===== config.mk =====
export PLATFORM = sky130hd
export DESIGN_NAME = mem_port_arbiter
export DESIGN_NICKNAME = d
export VERILOG_FILES = /design/src/rtl/mem_port_arbiter.sv
export SDC_FILE = /design/constraint.sdc
export NUM_CORES = 1
export LEC_CHECK = 0
export BUFFER_PORTS_ARGS = -buffer_cell sky130_fd_sc_hd__buf_4
export CAP_MARGIN = 20
export CORE_ASPECT_RATIO = 1.5
export CORE_MARGIN = 2
export CORE_UTILIZATION = 46
export CTS_CLUSTER_SIZE = 24
export DETAILED_ROUTE_END_ITERATION = 6
export HOLD_SLACK_MARGIN = 0.08
export PLACE_DENSITY_LB_ADDON = 0.2
export SLEW_MARGIN = 20
export SYNTH_ARGS = -nofsm -noshare
export SYNTH_HDL_FRONTEND = slang
export SYNTH_SLANG_ARGS = --single-unit

===== constraint.sdc =====
create_clock -name clk -period 2.1 [get_ports clk]
set_input_delay 0.105 -clock clk [delete_from_list [all_inputs] [get_ports clk]]
set_output_delay 0.105 -clock clk [all_outputs]
set_load 0.1 [all_outputs]

===== src/rtl/mem_port_arbiter.sv =====
// Shares one request/response memory port between instruction fetch and load/store,
// round-robin arbitrated, with byte-lane alignment for LSU stores and load extraction.
module mem_port_arbiter #(
  parameter int ISA_WIDTH = 32
) (
  input  logic                 clk,
  input  logic                 rst,
  input  logic                 ifu_req_valid,
  output logic                 ifu_req_ready,
  input  logic [ISA_WIDTH-1:0] ifu_addr,
  output logic                 ifu_resp_valid,
  output logic [ISA_WIDTH-1:0] ifu_rdata,
  input  logic                 lsu_req_valid,
  output logic                 lsu_req_ready,
  input  logic [ISA_WIDTH-1:0] lsu_addr,
  input  logic                 lsu_wen,
  input  logic [1:0]           lsu_size,
  input  logic [ISA_WIDTH-1:0] lsu_wdata,
  output logic                 lsu_resp_valid,
  output logic [ISA_WIDTH-1:0] lsu_rdata,
  output logic                 lsu_err,
  output logic                 mem_req_valid,
  input  logic                 mem_req_ready,
  output logic [ISA_WIDTH-1:0] mem_addr,
  output logic                 mem_wen,
  output logic [ISA_WIDTH-1:0] mem_wdata,
  output logic [3:0]           mem_wmask,
  input  logic                 mem_resp_valid,
  input  logic [ISA_WIDTH-1:0] mem_rdata,
  output logic                 busy
);

  typedef enum logic [1:0] {S_IDLE, S_REQ, S_WAIT, S_RESP} state_e;

  state_e               state_q;
  logic                 rr_q;     // 1: LSU wins the next tie
  logic                 owner_q;  // 1: current transaction belongs to LSU
  logic [ISA_WIDTH-1:0] addr_q;
  logic [ISA_WIDTH-1:0] wdata_q;
  logic                 wen_q;
  logic [1:0]           size_q;
  logic [1:0]           off_q;
  logic [3:0]           wmask_q;
  logic                 mem_req_valid_q;
  logic                 ifu_resp_valid_q;
  logic                 lsu_resp_valid_q;
  logic                 lsu_err_q;
  logic [ISA_WIDTH-1:0] ifu_rdata_q;
  logic [ISA_WIDTH-1:0] lsu_rdata_q;

  logic                 grant_ifu;
  logic                 grant_lsu;
  logic                 lsu_misaligned;
  logic [1:0]           lsu_off;
  logic [3:0]           lsu_wmask_d;
  logic [ISA_WIDTH-1:0] lsu_wdata_d;
  logic [ISA_WIDTH-1:0] load_shifted;
  logic [ISA_WIDTH-1:0] load_data_d;

  assign lsu_off = lsu_addr[1:0];

  // Grants are suppressed while reset is asserted so nothing is accepted that cycle.
  always_comb begin
    grant_ifu = 1'b0;
    grant_lsu = 1'b0;
    if (rst && state_q == S_IDLE) begin
      if (ifu_req_valid && (!lsu_req_valid || !rr_q)) begin
        grant_ifu = 1'b1;
      end else if (lsu_req_valid) begin
        grant_lsu = 1'b1;
      end
    end
  end

  always_comb begin
    lsu_misaligned = 1'b0;
    lsu_wmask_d    = 4'b0000;
    lsu_wdata_d    = '0;
    case (lsu_size)
      2'd0: begin
        lsu_wmask_d = 4'b0001 << lsu_off;
        lsu_wdata_d = ISA_WIDTH'(lsu_wdata[7:0]);
      end
      2'd1: begin
        lsu_misaligned = lsu_off[0];
        lsu_wmask_d    = 4'b0011 << lsu_off;
        lsu_wdata_d    = ISA_WIDTH'(lsu_wdata[15:0]);
      end
      2'd2: begin
        lsu_misaligned = |lsu_off;
        lsu_wmask_d    = 4'b1111;
        lsu_wdata_d    = lsu_wdata;
      end
      default: lsu_misaligned = 1'b1;
    endcase
    lsu_wdata_d = lsu_wdata_d << {lsu_off, 3'b000};
    if (!lsu_wen) begin
      lsu_wmask_d = 4'b0000;
      lsu_wdata_d = '0;
    end
  end

  always_comb begin
    load_shifted = mem_rdata >> {off_q, 3'b000};
    case (size_q)
      2'd0:    load_data_d = ISA_WIDTH'(load_shifted[7:0]);
      2'd1:    load_data_d = ISA_WIDTH'(load_shifted[15:0]);
      default: load_data_d = load_shifted;
    endcase
  end

  always_ff @(posedge clk) begin
    if (!rst) begin
      state_q          <= S_IDLE;
      rr_q             <= 1'b0;
      owner_q          <= 1'b0;
      addr_q           <= '0;
      wdata_q          <= '0;
      wen_q            <= 1'b0;
      size_q           <= 2'd0;
      off_q            <= 2'd0;
      wmask_q          <= 4'b0000;
      mem_req_valid_q  <= 1'b0;
      ifu_resp_valid_q <= 1'b0;
      lsu_resp_valid_q <= 1'b0;
      lsu_err_q        <= 1'b0;
      ifu_rdata_q      <= '0;
      lsu_rdata_q      <= '0;
    end else begin
      // Response outputs live for exactly the RESP cycle.
      ifu_resp_valid_q <= 1'b0;
      lsu_resp_valid_q <= 1'b0;
      lsu_err_q        <= 1'b0;
      ifu_rdata_q      <= '0;
      lsu_rdata_q      <= '0;
      case (state_q)
        S_IDLE: begin
          if (grant_ifu) begin
            owner_q         <= 1'b0;
            addr_q          <= {ifu_addr[ISA_WIDTH-1:2], 2'b00};
            wen_q           <= 1'b0;
            size_q          <= 2'd2;
            off_q           <= 2'd0;
            wdata_q         <= '0;
            wmask_q         <= 4'b0000;
            rr_q            <= 1'b1;
            mem_req_valid_q <= 1'b1;
            state_q         <= S_REQ;
          end else if (grant_lsu) begin
            owner_q <= 1'b1;
            addr_q  <= {lsu_addr[ISA_WIDTH-1:2], 2'b00};
            wen_q   <= lsu_wen;
            size_q  <= lsu_size;
            off_q   <= lsu_off;
            wdata_q <= lsu_wdata_d;
            wmask_q <= lsu_wmask_d;
            rr_q    <= 1'b0;
            if (lsu_misaligned) begin
              lsu_resp_valid_q <= 1'b1;
              lsu_err_q        <= 1'b1;
              state_q          <= S_RESP;
            end else begin
              mem_req_valid_q <= 1'b1;
              state_q         <= S_REQ;
            end
          end
        end
        S_REQ: begin
          if (mem_req_ready) begin
            mem_req_valid_q <= 1'b0;
            state_q         <= S_WAIT;
          end
        end
        S_WAIT: begin
          if (mem_resp_valid) begin
            state_q <= S_RESP;
            if (owner_q) begin
              lsu_resp_valid_q <= 1'b1;
              lsu_rdata_q      <= wen_q ? '0 : load_data_d;
            end else begin
              ifu_resp_valid_q <= 1'b1;
              ifu_rdata_q      <= mem_rdata;
            end
          end
        end
        default: state_q <= S_IDLE;
      endcase
    end
  end

  assign ifu_req_ready  = grant_ifu;
  assign lsu_req_ready  = grant_lsu;
  assign ifu_resp_valid = ifu_resp_valid_q;
  assign ifu_rdata      = ifu_rdata_q;
  assign lsu_resp_valid = lsu_resp_valid_q;
  assign lsu_rdata      = lsu_rdata_q;
  assign lsu_err        = lsu_err_q;
  assign mem_req_valid  = mem_req_valid_q;
  assign mem_addr       = addr_q;
  assign mem_wen        = wen_q;
  assign mem_wdata      = wdata_q;
  assign mem_wmask      = wmask_q;
  assign busy           = (state_q != S_IDLE);

endmodule


# After elaboration in Yosys (flattened, before gate mapping)
# Index checks and enable logic that the tools add are counted.
[word_totals]
regBits = 145
input_bits = 137
out_inout_bits = 140
wordCells = 96
[classes]
eq_ne = 9
shift = 4
mux = 45
n_bitwise = 4
reduce_logical = 19
[op_table]
columns = ["cell", "n"]
rows = [
  ["two-way mux 32 bit", 5],
  ["one-hot mux 32 bit (3 select lines)", 1],
  ["one-hot mux 32 bit (2 select lines)", 1],
  ["<< shifter 32 x 5 -> 32 bit", 1],
  [">> shifter 32 x 5 -> 32 bit", 1],
  ["two-way mux 1 bit", 21],
  ["two-way mux 2 bit", 9],
  ["two-way mux 4 bit", 3],
  ["one-hot mux 4 bit (3 select lines)", 1],
  ["equality test 2 x 1 -> 1 bit, second input constant", 3],
  ["zero test 2 bit", 3],
  ["!= test 3 bit, second input constant", 2],
  ["one-hot mux 2 bit (3 select lines)", 1],
  ["AND reduction 3 bit", 2],
  ["nonzero test 2 bit", 3],
  ["OR reduction 5 bit", 1],
  ["equality test 2 bit, second input constant", 2],
  ["!= test 2 bit, second input constant", 2],
  ["NOT 1 bit", 4],
  ["one-hot mux 1 bit (2 select lines)", 2],
  ["AND reduction 2 bit", 2],
  ["AND reduction 4 bit", 1],
  ["OR reduction 4 bit", 1],
  ["<< shifter 1 x 2 -> 4 bit, first input constant", 1],
  ["other kinds (6)", 8],
]

# Depth between registers and ports, before layout
[logic_depth]
ltp_word = 8
ltp_mapped = 9

# Worst setup path after synthesis
# No wires, ideal clock.
[synth_path]
path_type = "register to register"
start = "reg state_q[0]"
end = "reg mem_req_valid_q (netlist: mem_req_valid)"
setup_ns = 0.074
t_arrival_ns = 1.828
path_slack_ns = 0.198
path_stages_with_launch = 7
path_buffers = 1
path_cell_list = "dfxtp_1 -> inv_1 -> ha_1 -> buf_4 -> inv_1 -> or4_1 -> a31oi_1"
[synth_via]
elab_chain_len = 5
elab_cells_between_ends = 12
[synth_rtl]
columns = ["item", "line_no", "rtl"]
rows = [
  ["from (decl)", "35", "state_e state_q;"],
  ["from (signal assigned)", "114", "state_q <= S_IDLE;"],
  ["from (signal assigned)", "148", "state_q <= S_REQ;"],
  ["from (signal assigned)", "161", "state_q <= S_RESP;"],
  ["zero test 2 bit", "66, 136", ""],
  ["logical AND 1 bit", "66", "if (rst && state_q == S_IDLE) begin"],
  ["two-way mux 1 bit", "66", ""],
  ["!= test 3 bit (no source line) or two-way mux 1 bit (tied branches)", "--", ""],
  ["AND reduction 4 bit (no source line) or one-hot mux 1 bit (2 select lines) (tied branches)", "--", ""],
  ["to (signal assigned)", "123", "mem_req_valid_q <= 1'b0;"],
  ["to (signal assigned)", "147", "mem_req_valid_q <= 1'b1;"],
  ["to (signal assigned)", "163", "mem_req_valid_q <= 1'b1;"],
  ["to (decl)", "44", "logic mem_req_valid_q;"],
]
# Several ways; a longest one is shown, not always the timed one.
# A chain may end at the register's enable or synchronous reset.

# Worst setup path after layout
[layout_path]
start = "reg state_q[1]"
end = "reg addr_q[15] (netlist: mem_addr[15])"
[layout_via]
elab_chain_len = 5
elab_cells_between_ends = 7
[layout_rtl]
columns = ["item", "line_no", "rtl"]
rows = [
  ["zero test 2 bit *", "66, 136", ""],
  ["logical AND 1 bit", "66", ""],
  ["two-way mux 1 bit", "66", ""],
  ["nonzero test 2 bit (no source line)", "--", ""],
  ["AND reduction 2 bit (no source line)", "--", ""],
  ["to (signal assigned)", "140", "addr_q <= {ifu_addr[ISA_WIDTH-1:2], 2'b00};"],
  ["to (signal assigned)", "151", "addr_q <= {lsu_addr[ISA_WIDTH-1:2], 2'b00};"],
  ["to (decl)", "38", "logic [ISA_WIDTH-1:0] addr_q;"],
]
# Mark *: on every way between the ends. The rest lies on a longest branch, timed or not.

==> out/metrics.yaml <==
power:
  p_per_area_nw_per_um2: 959
  pwr-share-clk_pct: 34.7
  internal_power_uw: 5850
  p_sw_uw: 3370
  ir_worst_vdd_uv: 755
  total_power_uw: 9220
  pwr-share-comb_pct: 32.7
  p_leak_uw: 0.00422
  p_seq_share_pct: 32.6
  swShare_pct: 36.6
routing:
  drtPass1Iterations: 7
  wl_um: 21900
  drt-initial-drc-count: 490
  antenna_left: 0
  drc_errors: 29
  via_per_inst: 5.65
  wire_per_inst_um: 19.5
  num_vias: 6353
clock_network:
  root_buffer: "clkbuf_16"
  cts_buffer_depth: 2
  cts_tree: "done"
  cts_buffers: 17
  path_clk_slew_ps: 70
  clkLatencyLatePin_ps: 430
  cts_sinks: 143
  htreeDepth: 4
min_path:
  holdPathStages: 3
  min_to: "mem_wdata[24]"
  worstHoldStart: "lsu_addr[1]"
  worstHoldPathType: "primary input to flip-flop"
sta:
  fmax_ghz: 0.483
  worstMarginPinSlew_ps: 899
  hold_slack_ps: 99.5
  setup_violations: 0
  period_share_pct: 98.5
  hold_violations: 0
  fin_worst_skew_ps: 19.1
  min_period_ps: 2070
  drv_slew: 0
  relSlewSlack_pct: 40.0
run_status:
  status: "finished with violations"
  violations: "design-rule violations"
final_layout:
  layoutNonFillerInstCount: 1124
  drive_gt1_share_pct: 36.1
  nets: 1097
  n_fill_cell: 753
  diodes: 0
  final_common_cell: "buf_4"
  seq_area_um2: 2860
  mostFrequentLayoutCells: "buf_4 (288), dfxtp_1 (143), dlygate4sd3_1 (105), nor2_1 (76), and2_1 (44)"
  multiInputGateArea_um2: 2580
  area_delta_synth_final_pct: 67.7
synth:
  synth-seq-cells: 143
  async_reset_ff_share_pct: 0
  seq_area_frac_synth_pct: 49.9
  avgSynthCellArea_um2: 9.70
  synth_cell_types: 51
  ys_warn_count: 0
  synth_flop_cell: "dfxtp_1"
  yosysTopAreaCellShare_pct: 49.9
  yosys-top-cells-area: "dfxtp_1 (50%), a222oi_1 (5.2%), nor2_1 (5.0%)"
  synth_edf_count: 0
  synth_top_area_cell: "dfxtp_1"
  syn_area_um2: 5730
  syn_inst: 591
global_routing:
  antenna_found_initial: 0
  grt_pass1_wl_um: 32700
  track_usage_pct: 31.4
  grt_max_degree: 45
  grt_pass1_vias: 6379
  overflow: 0
placement:
  port_buffers: 272
  placed_cells: 984
  gp_congestion: 0.845
  hpwl_um: 13000
critical_path:
  reg2reg_from: "state_q[1]"
  required_ps: 2380
  crit_type: "flip-flop to flip-flop"
  crit_cells: 7
  r2r_cells: 7
  worst_setup_path_end_kind: "flip-flop"
  critPathLaunchType: "flip-flop"
  critPathArrivalTime_ps: 2350
  path_cells: "inv_1 -> ha_4 -> and2_1 -> and2_1 -> buf_12 -> a222oi_1 -> nor2_1"
  timing.rr.end: "mem_addr[15]"
  critical-path-max-stage-delay_ps: 480
  cp.buffers_inverters: 2
  cp_common_cell: "and2_1"
  cp_max_fo: 31
  crit_family: "simple AND/OR/NAND/NOR gates"
  cpMaxStageDelayCell: "a222oi_1"
  reg2reg_slack_ps: 30
run:
  cap_violations: 0
die:
  die_area_um2: 13400
  io_pins: 277
  dieHeight_um: 141
  die_w_um: 95.2
  rows: 50
  start_util_pct: 46.5
  design.core.area_um2: 12300
[metrics by stage]
stage / setup slack (ps) / util [%] / TNS, ps / instance area [um2]
after CTS: 8.33 / 77.6 / 0 / 9560
after floorplan: 198 / - / 0 / 5740
after global routing: -26.3 / 78.0 / -26.3 / 9620
after global placement: 217 / 63.9 / 0 / 7870
after detailed placement: 158 / 63.9 / 0 / 7870
final: 31.6 / 78.0 / 0 / 9620
[cell usage after synthesis (all sizes together) (5+ instances only)]
cell type,instances
a22oi,19
nand2,27
o21ai,19
o2bb2ai,8
mux2i,16
nor2,76
nor3,5
dfxtp,143
a222oi,30
clkbuf,27
a21oi,35
buf,27
nor2b,12
mux2,16
a211oi,17
nand4,16
a22o,8
a32oi,9
and2,44
inv,8
[worst max-delay path by stage]
stage / from / end
final: state_q[1] / mem_addr[15]
after global routing: state_q[1] / mem_addr[15]
after CTS: state_q[0] / ifu_req_ready
after detailed placement: state_q[1] / mem_wmask[1]
after global placement: state_q[0] / lsu_req_ready
after floorplan: state_q[0] / mem_req_valid
[layout make-up]
type	count	area share, %
repair buffers	399	34.6
flip-flops and latches	143	29.8
multi-input cells	387	26.9
clock buffers	19	4.50
well taps	156	2.03
clock inverters	12	1.91
inverters	8	0.312
[cells by family after synthesis]
family / after synthesis / synth area share [%]
AOI/OAI and AO/OA: 156 / 20.2
buffers and inverters: 62 / 5.41
adders and majority gates: 4 / 0.873
DFF: 143 / 49.9
muxes: 32 / 5.93
other: 1 / 0.0654
and+or+nand+nor: 193 / 17.5
[power by group through the flow]
stage          Clock, uW  Sequential (uW)  Combinational (uW)
2_1_floorplan          0             3970                1050
3_3_place_gp           0             3030                2610
3_5_place_dp           0             3040                2660
4_1_cts             3200             2980                2860
5_1_grt             3330             3010                3140
6_report            3200             3000                3020
[registers in the layout, indices dropped and copies added, names as in the netlist, 2 cells and up]
register	cells
ifu_rdata	32
lsu_rdata	32
mem_wdata	32
mem_addr	30
mem_wmask	4
off_q	2
size_q	2
state_q	2
[layer usage]
metal | vias to the layer above | track usage [%] | share of wire (%)
met1 | 2996 | 33.2 | 35
met5 | - | 0 | 0
met2 | 402 | 56.8 | 53
met4 | 0 | 16.6 | 4.8
li1 | 2874 | - | -
met3 | 81 | 6.57 | 7.4
[worst register-to-register path: cells and delay by family (launching register included)]
family | cells | cell delay [ps]
simple gates | 3 | 570
compound gates | 1 | 490
flops | 1 | 380
buf+inv | 2 | 290
fa+ha+maj | 1 | 200
[timing repair]
item,CTS,global route
gates resized for setup,4,2
pin swaps,0,2
setup endpoints to repair,2,2
hold endpoints to repair,108,0
buffers inserted,0,3
gates cloned,0,1
hold buffers,105,0
(Power assumes the default switching activity.)
